**config.mk**
```make
export PLATFORM = sky130hd
export DESIGN_NAME = conv2d_systolic_engine
export DESIGN_NICKNAME = d
export VERILOG_FILES = /design/src/rtl/conv_pkg.sv /design/src/rtl/conv_row_mac.sv /design/src/rtl/conv2d_systolic_engine.sv
export SDC_FILE = /design/constraint.sdc
export NUM_CORES = 1
export LEC_CHECK = 0
export ABC_CLOCK_PERIOD_IN_PS = 12400
export CORE_MARGIN = 5
export CORE_UTILIZATION = 32
export CTS_BUF_LIST = sky130_fd_sc_hd__clkbuf_4
export DETAILED_ROUTE_END_ITERATION = 12
export MAX_ROUTING_LAYER = met4
export SYNTH_ARGS = -nofsm -noshare
export SYNTH_HDL_FRONTEND = slang
export SYNTH_HIERARCHICAL = 1
export SYNTH_SLANG_ARGS = --single-unit
export TNS_END_PERCENT = 20
```
**constraint.sdc**
```tcl
create_clock -name clk -period 12.4 [get_ports clk]
set_input_delay 2.48 -clock clk [delete_from_list [all_inputs] [get_ports clk]]
set_output_delay 2.48 -clock clk [all_outputs]
set_load 0.02 [all_outputs]
```
**src/rtl/conv_pkg.sv**
```systemverilog
// Shared types and width helpers for the streaming 2D convolution engine.
// Optional feature: CONV_SAT_EN (saturating output reduction), used in the top level.
package conv_pkg;

    typedef enum logic [1:0] {
        IDLE    = 2'd0,
        LOAD    = 2'd1,
        COMPUTE = 2'd2,
        EMIT    = 2'd3
    } state_t;

    // Ceiling log2; clog2(1) = 0.
    function automatic int clog2(input int value);
        int r;
        int v;
        r = 32'sd0;
        v = value - 32'sd1;
        while (v > 32'sd0) begin
            r = r + 32'sd1;
            v = v >>> 1;
        end
        return r;
    endfunction

    // Accumulator wide enough for K*K full-scale unsigned products.
    function automatic int acc_width(input int data_w, input int k);
        return 32'sd2 * data_w + clog2(k * k);
    endfunction

endpackage

```
**src/rtl/conv_row_mac.sv**
```systemverilog
// One filter row of multiply-accumulate: K unsigned multipliers, a summing
// tree and the accumulator register. clear loads the row sum, accum adds it.
module conv_row_mac
    import conv_pkg::*;
#(
    parameter int DATA_W = 8,
    parameter int K      = 3,
    parameter int ACC_W  = acc_width(DATA_W, K)
) (
    input  logic                  clk,
    input  logic                  rst,
    input  logic                  clear,
    input  logic                  accum,
    input  logic [K*DATA_W-1:0]   coef,
    input  logic [K*DATA_W-1:0]   pix,
    output logic [ACC_W-1:0]      acc_next
);

    logic [ACC_W-1:0]    acc_r;
    logic [ACC_W-1:0]    row_sum_s;
    logic [2*DATA_W-1:0] prod_s [K];

    // Unsigned full-width products and their sum for the current filter row.
    always_comb begin
        row_sum_s = '0;
        for (int c = 0; c < K; c++) begin
            prod_s[c] = (2*DATA_W)'(coef[c*DATA_W +: DATA_W]) *
                        (2*DATA_W)'(pix[c*DATA_W +: DATA_W]);
            row_sum_s = row_sum_s + ACC_W'(prod_s[c]);
        end
    end

    // Value the accumulator takes this cycle; the top samples it on the last row.
    always_comb begin
        if (clear) begin
            acc_next = row_sum_s;
        end else begin
            acc_next = acc_r + row_sum_s;
        end
    end

    // Accumulator register, updated only while a row is being processed.
    always_ff @(posedge clk or negedge rst) begin
        if (!rst) begin
            acc_r <= '0;
        end else if (clear || accum) begin
            acc_r <= acc_next;
        end else begin
            acc_r <= acc_r;
        end
    end

endmodule

```
**src/rtl/conv2d_systolic_engine.sv**
```systemverilog
// Stream-fed KxK over NxN valid convolution engine: loads filter then image,
// computes each output over K row-MAC cycles and emits results row-major.
// Optional feature: define CONV_SAT_EN for saturating output reduction;
// otherwise outputs are the accumulator truncated modulo 2^DATA_W.
module conv2d_systolic_engine
    import conv_pkg::*;
#(
    parameter int DATA_W = 8,
    parameter int IMG_N  = 4,
    parameter int K      = 3
) (
    input  logic              clk,
    input  logic              rst,
    input  logic              start,
    input  logic              in_valid,
    output logic              in_ready,
    input  logic [DATA_W-1:0] in_data,
    output logic              out_valid,
    input  logic              out_ready,
    output logic [DATA_W-1:0] out_data,
    output logic              busy,
    output logic              done
);

    localparam int KK    = K * K;
    localparam int TOT   = KK + IMG_N * IMG_N;
    localparam int M     = IMG_N - K + 1;
    localparam int ACC_W = acc_width(DATA_W, K);
    localparam int CNT_W = clog2(TOT + 1);
    localparam int ROW_W = clog2(K + 1);
    localparam int POS_W = clog2(M + 1);

    if (K < 1 || K > IMG_N) begin : g_bad_k
        $error("conv2d_systolic_engine: K must satisfy 1 <= K <= IMG_N");
    end

    state_t                state_r;
    logic [CNT_W-1:0]      load_cnt_r;
    logic [ROW_W-1:0]      row_r;
    logic [POS_W-1:0]      out_r;
    logic [POS_W-1:0]      out_c;
    logic [TOT*DATA_W-1:0] mem_r;
    logic [K*DATA_W-1:0]   coef_s;
    logic [K*DATA_W-1:0]   pix_s;
    logic [ACC_W-1:0]      acc_next_s;
    logic                  beat_s;
    logic                  mac_clear_s;
    logic                  mac_accum_s;

    // Reduce the wide accumulator to an output word.
    function automatic logic [DATA_W-1:0] reduce_acc(input logic [ACC_W-1:0] a);
`ifdef CONV_SAT_EN
        if (a > ACC_W'({DATA_W{1'b1}})) begin
            return {DATA_W{1'b1}};
        end else begin
            return DATA_W'(a);
        end
`else
        return DATA_W'(a);
`endif
    endfunction

    // Load handshake and MAC row controls.
    always_comb begin
        beat_s      = (state_r == LOAD) && in_valid && in_ready;
        mac_clear_s = (state_r == COMPUTE) && (row_r == '0);
        mac_accum_s = (state_r == COMPUTE) && (row_r != '0);
    end

    // Select filter row j and the matching image window row for output (R,C).
    always_comb begin
        coef_s = '0;
        pix_s  = '0;
        for (int c = 0; c < K; c++) begin
            coef_s[c*DATA_W +: DATA_W] =
                DATA_W'(mem_r >> (DATA_W * (int'(row_r) * K + c)));
            pix_s[c*DATA_W +: DATA_W] =
                DATA_W'(mem_r >> (DATA_W * (KK + (int'(out_r) + int'(row_r)) * IMG_N
                                            + int'(out_c) + c)));
        end
    end

    conv_row_mac #(
        .DATA_W (DATA_W),
        .K      (K),
        .ACC_W  (ACC_W)
    ) u_mac (
        .clk      (clk),
        .rst      (rst),
        .clear    (mac_clear_s),
        .accum    (mac_accum_s),
        .coef     (coef_s),
        .pix      (pix_s),
        .acc_next (acc_next_s)
    );

    // Filter/image register file: word e lands on load beat e (filter first).
    always_ff @(posedge clk or negedge rst) begin
        if (!rst) begin
            mem_r <= '0;
        end else if (beat_s) begin
            for (int e = 0; e < TOT; e++) begin
                if (load_cnt_r == CNT_W'(e)) begin
                    mem_r[e*DATA_W +: DATA_W] <= in_data;
                end
            end
        end else begin
            mem_r <= mem_r;
        end
    end

    // Frame sequencer with registered handshake and status outputs.
    always_ff @(posedge clk or negedge rst) begin
        if (!rst) begin
            state_r    <= IDLE;
            load_cnt_r <= '0;
            row_r      <= '0;
            out_r      <= '0;
            out_c      <= '0;
            in_ready   <= 1'b0;
            out_valid  <= 1'b0;
            out_data   <= '0;
            busy       <= 1'b0;
            done       <= 1'b0;
        end else begin
            case (state_r)
                IDLE: begin
                    done <= 1'b0;
                    if (start) begin
                        state_r    <= LOAD;
                        load_cnt_r <= '0;
                        in_ready   <= 1'b1;
                        busy       <= 1'b1;
                    end
                end
                LOAD: begin
                    if (beat_s) begin
                        if (load_cnt_r == CNT_W'(TOT - 1)) begin
                            state_r  <= COMPUTE;
                            in_ready <= 1'b0;
                            row_r    <= '0;
                            out_r    <= '0;
                            out_c    <= '0;
                        end else begin
                            load_cnt_r <= load_cnt_r + CNT_W'(1);
                        end
                    end
                end
                COMPUTE: begin
                    if (row_r == ROW_W'(K - 1)) begin
                        state_r   <= EMIT;
                        row_r     <= '0;
                        out_valid <= 1'b1;
                        out_data  <= reduce_acc(acc_next_s);
                    end else begin
                        row_r <= row_r + ROW_W'(1);
                    end
                end
                EMIT: begin
                    if (out_ready) begin
                        out_valid <= 1'b0;
                        if (out_r == POS_W'(M - 1) && out_c == POS_W'(M - 1)) begin
                            state_r <= IDLE;
                            busy    <= 1'b0;
                            done    <= 1'b1;
                        end else if (out_c == POS_W'(M - 1)) begin
                            state_r <= COMPUTE;
                            out_c   <= '0;
                            out_r   <= out_r + POS_W'(1);
                        end else begin
                            state_r <= COMPUTE;
                            out_c   <= out_c + POS_W'(1);
                        end
                    end
                end
                default: begin
                    state_r   <= IDLE;
                    in_ready  <= 1'b0;
                    out_valid <= 1'b0;
                    busy      <= 1'b0;
                    done      <= 1'b0;
                end
            endcase
        end
    end

endmodule

```
==> qor.txt, run 1 <==
Final setup vio count - 0
Clock Skew - 0.0644 ns
Sw Share - 0.405
Fill cells - 5721
TritonRoute pass-1 iters - 5
DR iter-0 viols - 1261
Sequential power share - 0.351
Crit path to - out_data[7]$_DFFE_PN0P_
Setup Crit Path Kind - flop to flop
Mapped Nets - 1664
Final ANT Viol Nets - 0
Vias in the first global route - 13.6k
Slew margin rel. - 0.0722
PD cells - 157 nW/um2
Area of the die - 63700 um2
Final net count - 1678
R2R Setup Slk - 2.21 ns
First-pass GRT wire length - 87300 um
Max_cap viols - 0
CTS resizes - 0
HP Class - flop to flop
Root buf cell - clkbuf_4
RSZ-0062 raised after global routing - no
Number of antenna violations at the first check in global routing - 4
Synth Warn # - 6
Reg area - 5840 um2
Drt total wl - 57200 um
Clock edge transition at the registers on the reported setup and hold paths - 0.07 ns
Reg2reg path depth - 27
Worst hold slack - 0.492 ns
Mapped cell area - 18800 um2
H-tree depth - 3
CP startpoint - row_r[1]$_DFFE_PN0P_
Grt ovf - 0
Final Power - 0.00320 W
Fmax - 98.1 MHz
Area of the multi-input gates - 12000 um2
Clk_lat worst skew - 0.80 ns
P_leak - 9.15 nW
FF-to-FF Start - row_r[1]$_DFFE_PN0P_
Max Slew Vio Count - 0
DP HPWL - 41700 um
Detailed-route DRC error count - 0
Avg WL per Cell - 24.6 um
Tmin final - 10.19 ns
Final Instance Count excl. Fillers - 2329
Final hold violation count - 0
WP data arrival - 10.86 ns
CP Max Fanout - 20
Largest net degree at the start of global routing - 89
IO Count - 25
GRT Util Overall - 0.186
Setup repair bufs after CTS - 0
Critical Path End Type - flop
Area Growth Syn to Fin - 8.69%
Placed cell areas - 19600 um2
Placed cell count - 2210
Max clock buf depth - 3
Clk pwr share - 0.222
R2R Path End - out_data[7]$_DFFE_PN0P_
Power Internal - 0.00191 W
Port Buffers - 24
Die H - 252 um
Syn Inst Count - 1499
Row cnt - 88
Num CTS Buffers - 66
Status - completed
Switch Pwr - 0.00130 W
Setup TNS - 0 ns
Share of layout cells above drive strength 1 - 0.347
Crit start category - flop
Design area - 20400 um2
Clk sinks - 233
Avg Inst Size Synth - 12.6 um2
Period utilisation layout - 0.822
Core Area - 57900 um2
Die W - 252 um
Combinational share of power - 0.427
Worst vdd ir - 0.0000736 V
Post-CTS Hold Buffers - 0
Routed via count - 13.1k
Critical Path RT - 13.07 ns
Vias per cell - 5.63
RePlAce Congestion - 0.992
CTS tree - built
Worst Tran Pin Value - 1.38 ns
Starting Density - 0.325
per-layer routing:
metal	share of wire	global-route usage
met4	0.041	0.0761
met2	0.46	0.280
met5	0	-
met3	0.080	0.0538
met1	0.41	0.238
state kept, by name, summed over array words and instances, names as in the netlist:
signal,cells
busy,1
done,1
in_ready,1
load_cnt_r,5
mem_r,200
out_c,2
out_data,8
out_r,2
out_valid,1
row_r,2
state_r,2
u_mac/acc_r,8
power by group through the flow:
stage / Combinational (W) / Sequential (W) / Clock [W]
6_report: 0.00137 / 0.00112 / 0.000711
4_1_cts: 0.00136 / 0.00112 / 0.000736
5_1_grt: 0.00147 / 0.00115 / 0.000776
2_1_floorplan: 0.00101 / 0.00104 / 0
3_3_place_gp: 0.00134 / 0.00112 / 0
3_5_place_dp: 0.00135 / 0.00113 / 0
per-stage QoR:
step,setup WS (ns),util
2_1_floorplan,3.76,-
3_3_place_gp,2.55,0.339
3_5_place_dp,2.40,0.339
4_1_cts,2.38,0.353
5_1_grt,1.75,0.353
6_report,2.21,0.353
worst max-delay path, stage by stage, from the launching register on:
cell	delay (ns)
dfrtp_1	0.33
buf_4	0.31
inv_1	0.20
fa_1	1.06
inv_1	0.39
xnor2_4	0.72
mux4_2	0.35
inv_1	0.04
o21ai_0	1.04
nand2_1	0.20
fa_1	0.56
fa_1	0.52
fa_1	0.51
inv_1	0.05
fa_1	0.55
fa_1	0.44
fa_1	0.50
inv_1	0.05
fa_1	0.49
inv_1	0.04
ha_1	0.31
xnor2_1	0.24
ha_1	0.31
a21o_1	0.16
o21bai_1	0.15
xnor2_1	0.12
o21ai_0	0.10
mux2_2	0.30
worst min path at each step:
stage / end / cells after the start / start / slack (ns)
4_1_cts: u_mac/acc_r[2]$_DFFE_PN0P_ / 2 / u_mac/acc_r[2]$_DFFE_PN0P_ / 0.50
2_1_floorplan: u_mac/acc_r[2]$_DFFE_PN0P_ / 2 / u_mac/acc_r[2]$_DFFE_PN0P_ / 0.45
5_1_grt: u_mac/acc_r[2]$_DFFE_PN0P_ / 2 / u_mac/acc_r[2]$_DFFE_PN0P_ / 0.53
3_3_place_gp: u_mac/acc_r[2]$_DFFE_PN0P_ / 2 / u_mac/acc_r[2]$_DFFE_PN0P_ / 0.47
6_report: u_mac/acc_r[2]$_DFFE_PN0P_ / 2 / u_mac/acc_r[2]$_DFFE_PN0P_ / 0.49
3_5_place_dp: u_mac/acc_r[2]$_DFFE_PN0P_ / 2 / u_mac/acc_r[2]$_DFFE_PN0P_ / 0.48
cell type report:
cell class | count | area share
repair buffers | 46 | 0.0207
clock inverters | 20 | 0.00545
clock buffers | 93 | 0.0341
well taps | 765 | 0.0468
multi-input cells | 1049 | 0.585
diodes | 6 | 0.000734
inverters | 117 | 0.0215
flip-flops and latches | 233 | 0.285
layout by cell type (no fill, tap or decap), types with 29 or more instances in the layout:
| cell | instances |
|---|---|
| and2_1 | 77 |
| inv_1 | 115 |
| mux2_2 | 217 |
| nand2_1 | 108 |
| dfrtp_1 | 231 |
| nor2_1 | 29 |
| clkbuf_4 | 93 |
| fa_1 | 76 |
| mux4_2 | 139 |
| ha_1 | 75 |
No activity file was read; power rests on OpenSTA's default activity.
==> run 2, diff against run 1 <==
- ABC_CLOCK_PERIOD_IN_PS: 12400 -> 8500
- clock period: 12.4 -> 8.5 ns (I/O delays scaled with it)
==> run 2 against run 1 <==
  * Sequential share of layout area is 1.2 points lower
  * Core utilization rose by 1.6 points
  * Critical path type unchanged
  * Cell area is 4.5% higher
  * First-iteration DRC count up 3.1%
  * Non-clock buffer count grew 64
  * Combinational power rose by 61%
  * Routed wire length up 0.38%
  * Fmax up 23%
  * Count of clock-buffer cells in the layout unchanged
  * Die area stayed put
  * Highest routed layer unchanged
  * Hold slack worse by 0.016 ns
  * Sequential cell count unchanged
==> qor.txt, run 2 (same netlist as run 1, synthesis figures left out) <==
Status - completed (unchanged)
H-tree depth - 3 (unchanged)
Tmin final - 8.29 ns (was 10.19 ns)
Core Area - 57900 um2 (unchanged)
Max clock buf depth - 3 (unchanged)
Final hold violation count - 0 (unchanged)
Largest net degree at the start of global routing - 88 (was 89)
Vias in the first global route - 13.9k (was 13.6k)
Final core utilization - 0.369 (was 0.353)
Avg WL per Cell - 23.9 um (was 24.6 um)
Worst Tran Pin Value - 1.08 ns (was 1.38 ns)
CP dominant cell by count - fa_1 (unchanged)
IO Count - 25 (unchanged)
Met3 Use GR - 0.0461 (was 0.0538)
Crit-path max cell delay - 0.64 ns (was 1.06 ns)
Area of the die - 63700 um2 (unchanged)
Final net count - 1745 (was 1678)
Max Slew Vio Count - 0 (unchanged)
Reg2reg path depth - 30 (was 27)
Max FFs per register - 200 (unchanged)
DP HPWL - 41700 um (about the same)
Final setup vio count - 0 (unchanged)
Detailed-route DRC error count - 0 (unchanged)
Area Growth Syn to Fin - 13.6% (was 8.69%)
Worst hold slack - 0.476 ns (was 0.492 ns)
Placed cell count - 2255 (was 2210)
RePlAce Congestion - 1.09 (was 0.992)
FF-to-FF Start - out_r[0]$_DFFE_PN0P_ (was row_r[1]$_DFFE_PN0P_)
Slowest CP cell - fa_2 (was fa_1)
Drt total wl - 57500 um (was 57200 um)
Clk sinks - 233 (unchanged)
Final Power - 0.00497 W (was 0.00320 W)
Number of antenna violations at the first check in global routing - 2 (was 4)
Starting Density - 0.325 (unchanged)
Vias per cell - 5.63 (about the same)
Fill cells - 5643 (was 5721)
Clock edge transition at the registers on the reported setup and hold paths - 0.06 ns (was 0.07 ns)
PD cells - 232 nW/um2 (was 157 nW/um2)
Hold Crit Start - u_mac/acc_r[2]$_DFFE_PN0P_ (unchanged)
P_leak - 9.62 nW (was 9.15 nW)
Routed via count - 13.5k (was 13.1k)
Slew margin rel. - 0.281 (was 0.0722)
TritonRoute pass-1 iters - 7 (was 5)
R2R Path End - out_data[7]$_DFFE_PN0P_ (unchanged)
Post-CTS Hold Buffers - 0 (unchanged)
Critical Path End Type - flop (unchanged)
Die H - 252 um (unchanged)
First-pass GRT wire length - 87500 um (was 87300 um)
WP data arrival - 8.93 ns (was 10.86 ns)
Worst vdd ir - 0.000100 V (was 0.0000736 V)
Root buf cell - clkbuf_4 (unchanged)
Global routing's busiest layer - met2 (unchanged)
Fmax - 121 MHz (was 98.1 MHz)
RSZ-0062 raised after global routing - yes (was no)
Grt ovf - 0 (unchanged)
Hold Crit Depth - 2 (unchanged)
Most flops, register - mem_r (unchanged)
Share of layout cells above drive strength 1 - 0.396 (was 0.347)
Setup Crit Path Kind - flop to flop (unchanged)
CP Max Fanout - 14 (was 20)
Commonest non-fill, non-tap cell in the layout - dfrtp_1 (unchanged)
Crit start category - flop (unchanged)
Critical Path RT - 9.14 ns (was 13.07 ns)
CTS tree - built (unchanged)
Final ANT Viol Nets - 0 (unchanged)
Port Buffers - 24 (unchanged)
CP startpoint - out_r[0]$_DFFE_PN0P_ (was row_r[1]$_DFFE_PN0P_)
Max_cap viols - 0 (unchanged)
Period utilisation layout - 0.976 (was 0.822)
HP Class - flop to flop (unchanged)
Num CTS Buffers - 68 (was 66)
GRT Util Overall - 0.185 (was 0.186)
Clk_lat worst skew - 0.79 ns (was 0.80 ns)
Commonest non-fill, non-tap cells in the layout - 231 x dfrtp_1, 218 x mux2_2, 139 x mux4_2 (was 231 x dfrtp_1, 217 x mux2_2, 139 x mux4_2)
DR iter-0 viols - 1300 (was 1261)
Met1 Use GR - 0.235 (was 0.238)
Final Instance Count excl. Fillers - 2399 (was 2329)
Top Registers - mem_r: 200 flops, out_data: 8 flops, u_mac/acc_r: 8 flops (unchanged)
Row cnt - 88 (unchanged)
Clock Skew - 0.0457 ns (was 0.0644 ns)
Die W - 252 um (unchanged)
GRT met2 Usage - 0.283 (was 0.280)
R2R Setup Slk - 0.21 ns (was 2.21 ns)
Hold Crit Endpoint - u_mac/acc_r[2]$_DFFE_PN0P_ (unchanged)
run 2: cell count changes in the layout (fill, tap and decap cells not counted), moves of 5 or more:
| cell | delta |
|---|---|
| buf_12 | +8 |
| buf_4 | +50 |
| buf_6 | +5 |
| and2_1 | -6 |
| a211oi_1 | -8 |
run 2: through the flow:
step	setup slack, ns	cell area, um2	setup TNS (ns)
2_1_floorplan	0.0452	18800	0
3_3_place_gp	-0.00132	20100	-0.00132
3_5_place_dp	-0.122	20100	-0.238
4_1_cts	0.00154	21000	0
5_1_grt	-0.0618	21400	-0.142
6_report	0.208	21400	0
run 2: worst max-delay path by stage:
stage | end | cells past startpoint | slack, ns
5_1_grt | out_data[7]$_DFFE_PN0P_ | 27 | -0.06
3_5_place_dp | out_data[7]$_DFFE_PN0P_ | 27 | -0.12
2_1_floorplan | u_mac/acc_r[7]$_DFFE_PN0P_ | 31 | 0.05
3_3_place_gp | u_mac/acc_r[7]$_DFFE_PN0P_ | 27 | -0.001
6_report | out_data[7]$_DFFE_PN0P_ | 30 | 0.21
4_1_cts | out_data[7]$_DFFE_PN0P_ | 30 | 0.002
run 2: power breakdown:
part / switching [W] / internal (W) / leakage [nW] / total, W
Sequential: 0.000309 / 0.00134 / 3.17 / 0.00165
Clock: 0.000509 / 0.000601 / 0.527 / 0.00111
Combinational: 0.00114 / 0.00107 / 5.92 / 0.00221
run 2: cell type report:
class / count / area, um2 / share of cell area
multi-input combinational: 1050 / 12200 / 0.571
sequential: 233 / 5840 / 0.273
timing repair buffer: 110 / 1040 / 0.0486
tap: 765 / 957 / 0.0448
clock buffer: 93 / 698 / 0.0327
inverter: 117 / 443 / 0.0207
clock inverter: 25 / 189 / 0.00884
antenna: 6 / 15.0 / 0.000702
run 2: what timing repair did:
item | CTS | global route
buffers inserted | 3 | 15
cloned | 0 | 2
gates resized for setup | 4 | 46
setup endpoints to repair | 3 | 6
pin swaps | 1 | 18
run 2: per-layer routing:
| metal | share of wire | routed length (um) |
|---|---|---|
| met1 | 0.40 | 22900 |
| met2 | 0.47 | 27000 |
| met3 | 0.084 | 4820 |
| met4 | 0.048 | 2750 |
| met5 | 0 | 0 |
run 2: critical path, delay by kind of cell, from the launching register on:
kind,cells,cell delay (ns)
AND/OR/NAND/NOR,2,0.27
multiplexers,1,0.29
buffers and inverters,8,0.78
AO/OA/AOI/OAI,5,1.05
adder cells (fa/ha/maj),11,4.90
XOR/XNOR,3,0.52
flip-flops,1,0.38
